--- src/rtl/cam_pkg.sv ---
// cam_pkg: shared definitions for the camera capture path.
//   - RGB565 field positions
//   - grey conversion weights and shift
//   - capture FSM state type
//   - pixel coordinate width
package cam_pkg;

  localparam int COORD_W = 10;

  localparam int R_MSB = 15;
  localparam int R_LSB = 11;
  localparam int G_MSB = 10;
  localparam int G_LSB = 5;
  localparam int B_MSB = 4;
  localparam int B_LSB = 0;

  localparam int GREY_W_R   = 2;
  localparam int GREY_W_G   = 5;
  localparam int GREY_W_B   = 1;
  localparam int GREY_SHIFT = 3;
  // 8*255 = 2040 is the largest weighted sum, so 11 bits suffice.
  localparam int GREY_SUM_W = 11;

  typedef enum logic {
    WAIT_FRAME = 1'b0,
    ACTIVE     = 1'b1
  } cam_state_t;

endpackage

--- src/rtl/rgb565_to_grey.sv ---
// rgb565_to_grey: combinational RGB565 -> 8-bit grey.
// Ports:
//   i_rgb   in  16  RGB565 word (R 15:11, G 10:5, B 4:0)
//   o_grey  out  8  (2*R8 + 5*G8 + B8) >> 3
module rgb565_to_grey
  import cam_pkg::*;
(
  input  logic [15:0] i_rgb,
  output logic [7:0]  o_grey
);

  logic [4:0]            w_r5;
  logic [5:0]            w_g6;
  logic [4:0]            w_b5;
  logic [7:0]            w_r8;
  logic [7:0]            w_g8;
  logic [7:0]            w_b8;
  logic [GREY_SUM_W-1:0] w_sum;

  assign w_r5 = i_rgb[R_MSB:R_LSB];
  assign w_g6 = i_rgb[G_MSB:G_LSB];
  assign w_b5 = i_rgb[B_MSB:B_LSB];

  // Replicate the top bits so full-scale 5/6-bit values map to 255.
  assign w_r8 = {w_r5, w_r5[4:2]};
  assign w_g8 = {w_g6, w_g6[5:4]};
  assign w_b8 = {w_b5, w_b5[4:2]};

  assign w_sum = GREY_SUM_W'(GREY_W_R) * GREY_SUM_W'(w_r8)
               + GREY_SUM_W'(GREY_W_G) * GREY_SUM_W'(w_g8)
               + GREY_SUM_W'(GREY_W_B) * GREY_SUM_W'(w_b8);

  assign o_grey = 8'(w_sum >> GREY_SHIFT);

endmodule

--- src/rtl/cam_capture.sv ---
// cam_capture: OV7670-style byte bus -> grey pixel stream.
// Ports:
//   clk         in   1  pixel clock
//   reset       in   1  synchronous, active-low
//   cam_vsync   in   1  frame sync, high in vertical blanking
//   cam_href    in   1  line bytes valid
//   cam_data    in   8  RGB565 byte, high byte first
//   value       out  8  grey pixel
//   x / y       out 10  pixel column / row
//   is_val      out  1  value/x/y strobe
//   frame_done  out  1  one-cycle end-of-frame pulse
//   sync_err    out  1  sticky odd-byte-line flag, cleared at frame start
//
// State      | Meaning
// WAIT_FRAME | idle until vsync falls; bus ignored
// ACTIVE     | pairing bytes into pixels until vsync rises
module cam_capture
  import cam_pkg::*;
#(
  parameter int WIDTH  = 320,
  parameter int HEIGHT = 240
) (
  input  logic         clk,
  input  logic         reset,
  input  logic         cam_vsync,
  input  logic         cam_href,
  input  logic [7:0]   cam_data,
  output logic [7:0]   value,
  output logic [9:0]   x,
  output logic [9:0]   y,
  output logic         is_val,
  output logic         frame_done,
  output logic         sync_err
);

  localparam logic [COORD_W-1:0] X_LIM = COORD_W'(WIDTH);
  localparam logic [COORD_W-1:0] Y_LIM = COORD_W'(HEIGHT);

  cam_state_t         r_state;
  cam_state_t         w_state_next;
  logic               w_frame_start;
  logic               w_frame_end;

  logic               r_vsync_q;
  logic               r_href_q;
  logic [7:0]         r_data_q;
  logic               r_vsync_d;
  logic               r_href_d;

  logic               r_phase;
  logic [7:0]         r_hi;
  logic [COORD_W-1:0] r_x_cnt;
  logic [COORD_W-1:0] r_y_cnt;

  logic [7:0]         r_value;
  logic [COORD_W-1:0] r_x;
  logic [COORD_W-1:0] r_y;
  logic               r_is_val;
  logic               r_frame_done;
  logic               r_sync_err;

  logic               w_vs_rise;
  logic               w_vs_fall;
  logic               w_href_fall;
  logic [7:0]         w_grey;

  assign w_vs_rise   =  r_vsync_q & ~r_vsync_d;
  assign w_vs_fall   = ~r_vsync_q &  r_vsync_d;
  assign w_href_fall = ~r_href_q  &  r_href_d;

  rgb565_to_grey u_grey (
    .i_rgb  ({r_hi, r_data_q}),
    .o_grey (w_grey)
  );

  always_ff @(posedge clk) begin
    if (!reset) r_state <= WAIT_FRAME;
    else        r_state <= w_state_next;
  end

  always_comb begin
    w_state_next  = r_state;
    w_frame_start = 1'b0;
    w_frame_end   = 1'b0;
    case (r_state)
      WAIT_FRAME: begin
        if (w_vs_fall) begin
          w_state_next  = ACTIVE;
          w_frame_start = 1'b1;
        end
      end
      ACTIVE: begin
        if (w_vs_rise) begin
          w_state_next = WAIT_FRAME;
          w_frame_end  = 1'b1;
        end
      end
      default: w_state_next = WAIT_FRAME;
    endcase
  end

  always_ff @(posedge clk) begin
    if (!reset) begin
      r_vsync_q    <= 1'b0;
      r_href_q     <= 1'b0;
      r_data_q     <= '0;
      r_vsync_d    <= 1'b0;
      r_href_d     <= 1'b0;
      r_phase      <= 1'b0;
      r_hi         <= '0;
      r_x_cnt      <= '0;
      r_y_cnt      <= '0;
      r_value      <= '0;
      r_x          <= '0;
      r_y          <= '0;
      r_is_val     <= 1'b0;
      r_frame_done <= 1'b0;
      r_sync_err   <= 1'b0;
    end else begin
      r_vsync_q    <= cam_vsync;
      r_href_q     <= cam_href;
      r_data_q     <= cam_data;
      r_vsync_d    <= r_vsync_q;
      r_href_d     <= r_href_q;
      r_is_val     <= 1'b0;
      r_frame_done <= w_frame_end;

      if (w_frame_start) begin
        r_x_cnt    <= '0;
        r_y_cnt    <= '0;
        r_phase    <= 1'b0;
        r_sync_err <= 1'b0;
      end else if (r_state == ACTIVE && !w_frame_end) begin
        // Frame end takes priority: a coincident href fall is left to the
        // next frame start, which clears the counters anyway.
        if (w_href_fall) begin
          r_x_cnt <= '0;
          r_phase <= 1'b0;
          if (r_y_cnt < Y_LIM) r_y_cnt <= r_y_cnt + COORD_W'(1);
          if (r_phase) r_sync_err <= 1'b1;
        end else if (r_href_q) begin
          if (!r_phase) begin
            r_hi    <= r_data_q;
            r_phase <= 1'b1;
          end else begin
            r_phase <= 1'b0;
            if (r_x_cnt < X_LIM && r_y_cnt < Y_LIM) begin
              r_is_val <= 1'b1;
              r_value  <= w_grey;
              r_x      <= r_x_cnt;
              r_y      <= r_y_cnt;
            end
            if (r_x_cnt < X_LIM) r_x_cnt <= r_x_cnt + COORD_W'(1);
          end
        end
      end
    end
  end

  assign value      = r_value;
  assign x          = r_x;
  assign y          = r_y;
  assign is_val     = r_is_val;
  assign frame_done = r_frame_done;
  assign sync_err   = r_sync_err;

endmodule
--- config.mk ---
export PLATFORM = sky130hd
export DESIGN_NAME = cam_capture
export DESIGN_NICKNAME = d
export VERILOG_FILES = /design/src/rtl/cam_pkg.sv /design/src/rtl/rgb565_to_grey.sv /design/src/rtl/cam_capture.sv
export SDC_FILE = /design/constraint.sdc
export NUM_CORES = 1
export LEC_CHECK = 0
export ABC_AREA = 0
export BUFFER_PORTS_ARGS = -buffer_cell sky130_fd_sc_hd__buf_2
export CAP_MARGIN = 20
export CORE_AREA = 2 2 79 81
export DETAILED_ROUTE_END_ITERATION = 8
export DIE_AREA = 0 0 81 83
export PLACE_DENSITY_LB_ADDON = 0.25
export RECOVER_POWER = 100
export SLEW_MARGIN = 10
export SYNTH_ARGS = -nofsm -noshare
export SYNTH_HDL_FRONTEND = slang
export SYNTH_SLANG_ARGS = --single-unit
--- constraint.sdc ---
create_clock -name clk -period 8.2 [get_ports clk]
set_input_delay 1.64 -clock clk [delete_from_list [all_inputs] [get_ports clk]]
set_output_delay 1.64 -clock clk [all_outputs]
set_load 0.005 [all_outputs]
# == Yosys cells after proc, flatten, opt, wreduce, memory -nomap -nowiden ==
# Cells that the tools add are included.
# word_totals
latchBits,0
n_memories,0
input_bits,12
romBits,0
register_bits,73
ramBits,0
wordCells,63
# op_classes
shifts,0
eq_ne,0
n_lt_le_gt_ge,2
muxes,14
div_mod_pow,0
n_bitwise,12
n_addsub,4
multipliers,1
reduce_logical,14
# op_table
cell,count
10-bit two-way mux,4
10-bit by 1-bit adder with 10-bit output (second input constant),2
11-bit by 8-bit adder with 11-bit output,1
9-bit by 11-bit adder with 11-bit output,1
3-bit by 8-bit multiplier with 11-bit output (first input constant),1
10-bit by 8-bit less-than comparator with 1-bit output (second input constant),1
10-bit by 9-bit less-than comparator with 1-bit output (second input constant),1
1-bit two-way mux,9
1-bit NOT,9
3-bit AND reduction,2
6-bit AND reduction,1
2-bit nonzero test,3
6-bit OR reduction,1
5-bit AND reduction,1
4-bit AND reduction,1
1-bit AND,3
1-bit logical AND,2
1-bit case mux with 2 select lines,1
2-bit AND reduction,1
2-bit OR reduction,1
1-bit logical NOT,1

# == Logic depth before layout (Yosys ltp) ==
# Gate-level depths: netlist of run 1.
# logic_depth
word_depth,8
depth_mapped,11
depth_no_buf,11

# == By module ==
# A second synthesis of run 1 with hierarchy kept.
# unflattened
hier_cells,416
area_unflattened_um2,3833.7
# by_module_without_submodules
module,area_each_um2,cells_each,n_inst
cam_capture,2910.3,309,1
rgb565_to_grey,923.4,107,1

# == Worst setup path before layout of run 1 ==
# Ideal clock, no wire load.
# synth_timing
kind,register -> register
startpoint,register r_hi[2]
endpoint,"register r_value[7], in the netlist value[7]"
slack_ns,5.154
period_less_slack_ns,3.046
stages_incl_launch_ff,11
setup_ns,0.062
arrival_time_ns,2.984
path_cell_list,dfxtp_1 ha_1 inv_1 fa_1 fa_1 fa_1 nand2b_1 a21oi_1 o41ai_1 or4_1 nand3_1
# synth_via
elab_chain_len,3
# synth_rtl
element,line,rtl
"start, declared",cam_capture.sv:51,logic [7:0] r_hi;
"start signal, assigned",cam_capture.sv:143,r_hi <= r_data_q;
3-bit by 8-bit multiplier with 11-bit output,rgb565_to_grey.sv:30,+ GREY_SUM_W'(GREY_W_G) * GREY_SUM_W'(w_g8)
9-bit by 11-bit adder with 11-bit output,rgb565_to_grey.sv:30,
11-bit by 8-bit adder with 11-bit output,rgb565_to_grey.sv:31,+ GREY_SUM_W'(GREY_W_B) * GREY_SUM_W'(w_b8);
"end signal, assigned",cam_capture.sv:149,r_value <= w_grey;
"end, declared",cam_capture.sv:55,logic [7:0] r_value;
# Every way passes these cells.
# A chain may end at the register's enable or synchronous reset.

# == Worst setup path after layout of run 1 ==
# Same ends and word-level chain as after synthesis.

==> key figures, run 1 <==
STA
  – Final hold viol count: 0
  – Clock skew: 9.334 ps
  – Peak Freq: roughly 300 MHz
  – # setup viols final: 0
  – Final hold slack: 432.7 ps
  – Slew Limit Fails: 27
  – Setup_tns: 0 ps
  – Minimum clock period: ~3300 ps
  – Final critical-path share of the clock period: 40.72%
  – Setup ws final: 4861 ps
  – Max-slew headroom: -11.63%
  – RSZ-0062 raised after global routing: no
  – Actual slew at the worst max-slew pin: 1668 ps

Critical path
  – Worst path bufs/invs: 1
  – R2r setup slk: approximately 4900 ps
  – Crit start category: register
  – Required @ worst endpoint: 8470 ps
  – Crit Path Category: register to register
  – Arrival time of the worst setup path: about 3600 ps
  – Crit-path max cell delay: 530 ps
  – Worst path top cell family by delay: adder cells
  – Critical Path Sink Type: register
  – Slowest-stage cell, CP: fa_1
  – Most frequent CP cell: fa_1
  – Cell Chain, Critical Path: ha_1, inv_1, fa_1, fa_1, fa_1, nand2b_1, a21oi_1, o41ai_1, or4_1, nand3_1
  – Critical Path Fanout Max: 5

Floorplan
  – Die span in x: 81 um
  – Placeable Area: 5816 um^2
  – Die footprint: a little under 7000 um^2
  – IO Pins: 43
  – Die Ht: 83 um
  – Row count: 28
  – Initial Util: roughly 59%

Clock tree
  – Clk slew on worst S/H paths: ~70 ps
  – CTS root buffer: clkbuf_8
  – Number of CTS-inserted buffers: 9
  – CTS H-tree lvls: 3
  – # clock sinks: 73
  – Post-CTS Hold Buffers: 0
  – CTS tree: done
  – CTS Buffer Depth: 2
  – # resized after CTS: 0
  – Clk_lat worst skew: about 340 ps
  – Post-CTS Setup Inserts: 0

Power and ir drop
  – Net Sw Frac: 22.94%
  – Peak VDD IR: 0.0001461 V
  – Gate power share: 6.5%
  – Pwr Total: 0.6588 mW
  – Internal power: 0.5077 mW
  – Clock Power Share: roughly two fifths
  – Sw power: 0.1511 mW
  – Leakage: 1.611 nW
  – Sequential power share: 54.9%
  – P per Cell Area: ~170 nW/um^2

Routing
  – DRT iter0 DRCs: between 100 and 150
  – Routed wire length: 6748 um
  – Vias: 2,674
  – Pre-antenna DRT Iters: 4
  – Vias per Instance: 5.285
  – # DRC: 0
  – Post-DRT Antenna Nets: 0
  – Routed WL per cell: 13.34 um

Logic synthesis
  – Post-Syn Area: around 3400 um^2
  – Syn. warnings: 0
  – Post-synth top flop: dfxtp_1
  – Mean area per synthesized cell: approximately 8.9 um^2
  – Cells after synthesis: 388
  – Post-synth cell types: 44
  – Synthesized Nets: between 400 and 500
  – Yosys reg bits: 73
  – Register area share after synthesis: between 40% and 50%
  – EDFF count, synth: 0
  – Post-synth ARST share: 0%

Flow run
  – Max cap viols: 1

Final layout
  – Final design utilization: 66.20%
  – Non-filler cells, final: roughly 510
  – Leading cell types in the layout, fill and taps excluded: dfxtp_1 (73), nand2_1 (48), inv_1 (37)
  – Share of layout cells above drive strength 1: 10.90%
  – Final instance area: about 3800 um^2
  – N_diodes: 0
  – # fillers: 520
  – Layout area overhead: 11.77%
  – Final nets: roughly 470
  – Most common cell after layout, fill and taps aside: dfxtp_1

Place
  – Post-DP HPWL: 4916 um
  – Worst slack, placed: 4895 ps
  – I/O Buffers: 42
  – Placed cell areas: 3689 um^2
  – Gpl congestion: 0.8937
  – Placed insts: 490

Global routing
  – Initial antenna violation count: 0
  – Vias in the first global route: 2,596
  – First-pass GRT wire length: 11,680 um
  – Gr usage total: between 20% and 30%
  – Grt total ovfl: 0
  – Largest net degree at the start of global routing: 34

Worst hold path
  – Hold Path Class: register to register

Run status
  – Status: complete, but fails checks
  – Failing checks: max-capacitance violations, max-slew violations
[kinds of logic after synthesis]
group,after synthesis,share of synthesized area (%)
simple gates,143,19.83
flops,73,42.43
compound gates,64,11.08
buf+inv,54,6.211
fa+ha+maj,33,14.82
xor+xnor,13,3.306
mux,8,2.325
[metal layers]
metal  vias up  global-route usage [%]  wire length, um
li1       1360                       -                -
met1      1239                   27.89             3046
met2        63                   35.39             3285
met3        12                   4.891              299
met4         0                   9.553              116
met5         -                       0                0
[power groups by stage]
stage / registers [mW] / clock network (mW) / logic [mW]
after floorplan: 0.368 / 0 / 0.0325
after global placement: 0.370 / 0 / 0.0418
after detailed placement: 0.370 / 0 / 0.0433
after CTS: 0.362 / 0.259 / 0.0436
after global routing: 0.362 / 0.277 / 0.0511
final: 0.362 / 0.254 / 0.0429
[sequential cells by signal, summed over array words and instances, names as in the netlist, 8 cells and up]
name	flops
r_x_cnt	10
y	10
r_data_q	8
value	8
r_hi	8
r_y_cnt	10
x	10
[worst min-delay path, cell delays in order (launching register included)]
cell     delay [ps]
dfxtp_1         310
inv_1            50
nor2_1           30
[worst paths after layout]
path / end / cells after the start / startpoint
setup / recovery: value[7] / 10 / r_hi[2]
hold / removal: r_y_cnt[8] / 2 / r_y_cnt[8]
setup reg to reg: value[7] / 10 / r_hi[2]
hold reg to reg: r_y_cnt[8] / 2 / r_y_cnt[8]
[area by class of cell]
class,instances,area [um^2],share of cell area (%)
Clock buffer,13,168.9,4.387
Sequential cell,73,1461,37.96
Tap cell,75,93.84,2.437
Timing Repair Buffer,45,207.7,5.395
Clock inverter,2,12.51,0.3250
Inverter,37,138.9,3.607
Multi-Input combinational cell,261,1767,45.89
[Yosys cell counts, drive strengths merged (5+ instances only)]
master | count | area share [%]
dfxtp | 73 | 42
nand2 | 48 | 5.2
inv | 37 | 4.0
a21oi | 35 | 5.1
nor2 | 35 | 3.9
ha | 20 | 7.3
and2 | 13 | 2.4
clkbuf | 13 | 1.5
fa | 13 | 7.6
nand3 | 12 | 1.7
xnor2 | 12 | 3.1
and3 | 8 | 1.5
mux2i | 8 | 2.3
nand2b | 7 | 1.3
o21ai | 5 | 0.73
(Power assumes the default switching activity.)
==> run 2, diff against run 1 <==
- CORE_AREA: 2 2 79 81 -> 2 2 85 87
- DIE_AREA: 0 0 81 83 -> 0 0 87 89
- clock period: 8.2 -> 3 ns (I/O delays scaled with it)
==> run 2 against run 1 <==
The run now ends clean. Combinational power grew to 4.0 times the previous value. Global-route usage is 1.4 points lower. Clock skew down 5.5 ps. Hold slack improved by 2.2 ps. Sequential share of layout area is 3.1 points lower. Largest power group unchanged. Highest routed layer unchanged.
==> key figures, run 2 (same netlist as run 1, synthesis figures left out) <==
STA
  – Actual slew at the worst max-slew pin: 745.1 ps
  – Slew Limit Fails: 0
  – Setup_tns: 0 ps
  – Peak Freq: 336.6 MHz
  – # setup viols final: 0
  – RSZ-0062 raised after global routing: yes
  – Final hold viol count: 0
  – Minimum clock period: 2971 ps
  – Max-slew headroom: 50.07%
  – Final critical-path share of the clock period: 99.03%
  – Clock skew: ~4 ps

Floorplan
  – Initial Util: 51.27%
  – IO Pins: 43
  – Placeable Area: 6719 um^2
  – Die Ht: just under 90 um
  – Die span in x: 87 um
  – Row count: 30
  – Die footprint: 7743 um^2

Power and ir drop
  – Pwr Total: 2.005 mW
  – Peak VDD IR: 0.0003640 V
  – P per Cell Area: 473.7 nW/um^2
  – Leakage: 1.725 nW

Flow run
  – Max cap viols: 0

Routing
  – Pre-antenna DRT Iters: 4
  – # DRC: 0
  – Vias: 2,754
  – Post-DRT Antenna Nets: 0
  – Routed wire length: 7426 um
  – Vias per Instance: 5.196
  – DRT iter0 DRCs: 89
  – Routed WL per cell: 14.01 um

Critical path
  – Reg-to-Reg Start: r_data_q[6]
  – Critical Path Fanout Max: 3
  – Cell Chain, Critical Path: ha_4, inv_2, fa_1, fa_1, inv_1, ha_1, a2111oi_4, o31ai_2, a21o_1, nand3_1, a21oi_1
  – Required @ worst endpoint: 3230 ps
  – Arrival time of the worst setup path: 3200 ps
  – Crit-path max cell delay: 570 ps
  – Critical Path Sink Type: register
  – Crit start category: register
  – Worst Setup EP: value[4]
  – Most frequent CP cell: fa_1
  – Slowest-stage cell, CP: fa_1
  – Critical Path Start: r_data_q[6]
  – Crit Path Category: register to register
  – R2R Path End: value[4]
  – R2r setup slk: 30 ps
  – R2R cell count: 11

Final layout
  – Most common cell after layout, fill and taps aside: dfxtp_1
  – Layout area overhead: 22.92%
  – Share of layout cells above drive strength 1: 20.67%
  – Final design utilization: 63.02%
  – Leading cell types in the layout, fill and taps excluded: dfxtp_1 (68), nand2_1 (48), inv_1 (33), nor2_1 (33), a21oi_1 (32)
  – Final nets: 490
  – N_diodes: 0

Global routing
  – Gr usage total: 20.53%
  – Grt total ovfl: 0
  – Initial antenna violation count: 0
  – Largest net degree at the start of global routing: 32
  – Vias in the first global route: roughly 2,700
  – First-pass GRT wire length: 12,390 um

Clock tree
  – # clock sinks: 73
  – CTS H-tree lvls: 3
  – Clk_lat worst skew: 340 ps
  – Number of CTS-inserted buffers: 9
  – CTS root buffer: clkbuf_8
  – CTS Buffer Depth: 2
  – Clk slew on worst S/H paths: 70 ps
  – CTS tree: done

Place
  – Gpl congestion: approximately 0.90
  – Post-DP HPWL: 5197 um
  – I/O Buffers: 42

Run status
  – Status: finished, final reports clean

Worst hold path
  – Hold Path Class: register to register
==> run 2: routing by layer <==
layer / track usage (%) / up-vias / wire length [um] / part of all wire [%]
li1: - / 1405 / - / -
met1: 25.54 / 1273 / 3459 / 47
met2: 34.42 / 63 / 3564 / 48
met3: 4.524 / 13 / 231 / 3.1
met4: 8.949 / 0 / 170 / 2.3
met5: 0 / - / 0 / 0
==> run 2: final cells by class <==
class                      count  area [um^2]
clock inverter                 5        78.83
clock buffer                  11        141.4
fill                         594         2485
timing repair buffer          63        339.1
multi-input combinational    261         1961
tap                           80        100.1
sequential                    73         1475
inverter                      37        138.9
==> run 2: worst min path at each step <==
stage | startpoint | to | slack, ps | cells after the start
3_5_place_dp | r_y_cnt[9] | r_y_cnt[9] | 430 | 2
6_report | r_y_cnt[9] | r_y_cnt[9] | 430 | 2
5_1_grt | cam_data[2] | r_data_q[2] | 450 | 2
4_1_cts | r_y_cnt[9] | r_y_cnt[9] | 440 | 2
3_3_place_gp | r_y_cnt[8] | r_y_cnt[8] | 420 | 2
2_1_floorplan | r_y_cnt[8] | r_y_cnt[8] | 410 | 2
==> run 2: repair_timing <==
item,CTS,global route
resized for setup,9,31
endpoints found under the hold margin,0,0
setup buffers,0,1
hold buffers,0,0
setup endpoints to repair,4,5
pin swaps,5,6
==> run 2: worst max-delay path, delay by kind of cell (launching register included) <==
| kind | cells | cell delay, ps |
|---|---|---|
| fa+ha+maj | 4 | 1550 |
| compound gates | 4 | 800 |
| flops | 1 | 350 |
| buf+inv | 2 | 90 |
| simple gates | 1 | 70 |
==> run 2: per-stage QoR <==
step / hold WS [ps] / instances / instance area, um^2 / setup WS, ps
after detailed placement: 425.9 / 513 / 3841 / -111.8
after CTS: 437.3 / 529 / 4089 / -5.009
final: 434.9 / 530 / 4234 / 28.99
after global placement: 419.0 / 513 / 3841 / -8.379
after global routing: 445.5 / 530 / 4234 / -87.54
after floorplan: 407.9 / 388 / 3456 / 2.541
==> run 2: report_power, final <==
group | internal (mW) | total (mW) | switching [mW]
clock | 0.490 | 0.843 | 0.353
combinational | 0.0811 | 0.173 | 0.0923
sequential | 0.977 | 0.989 | 0.0122
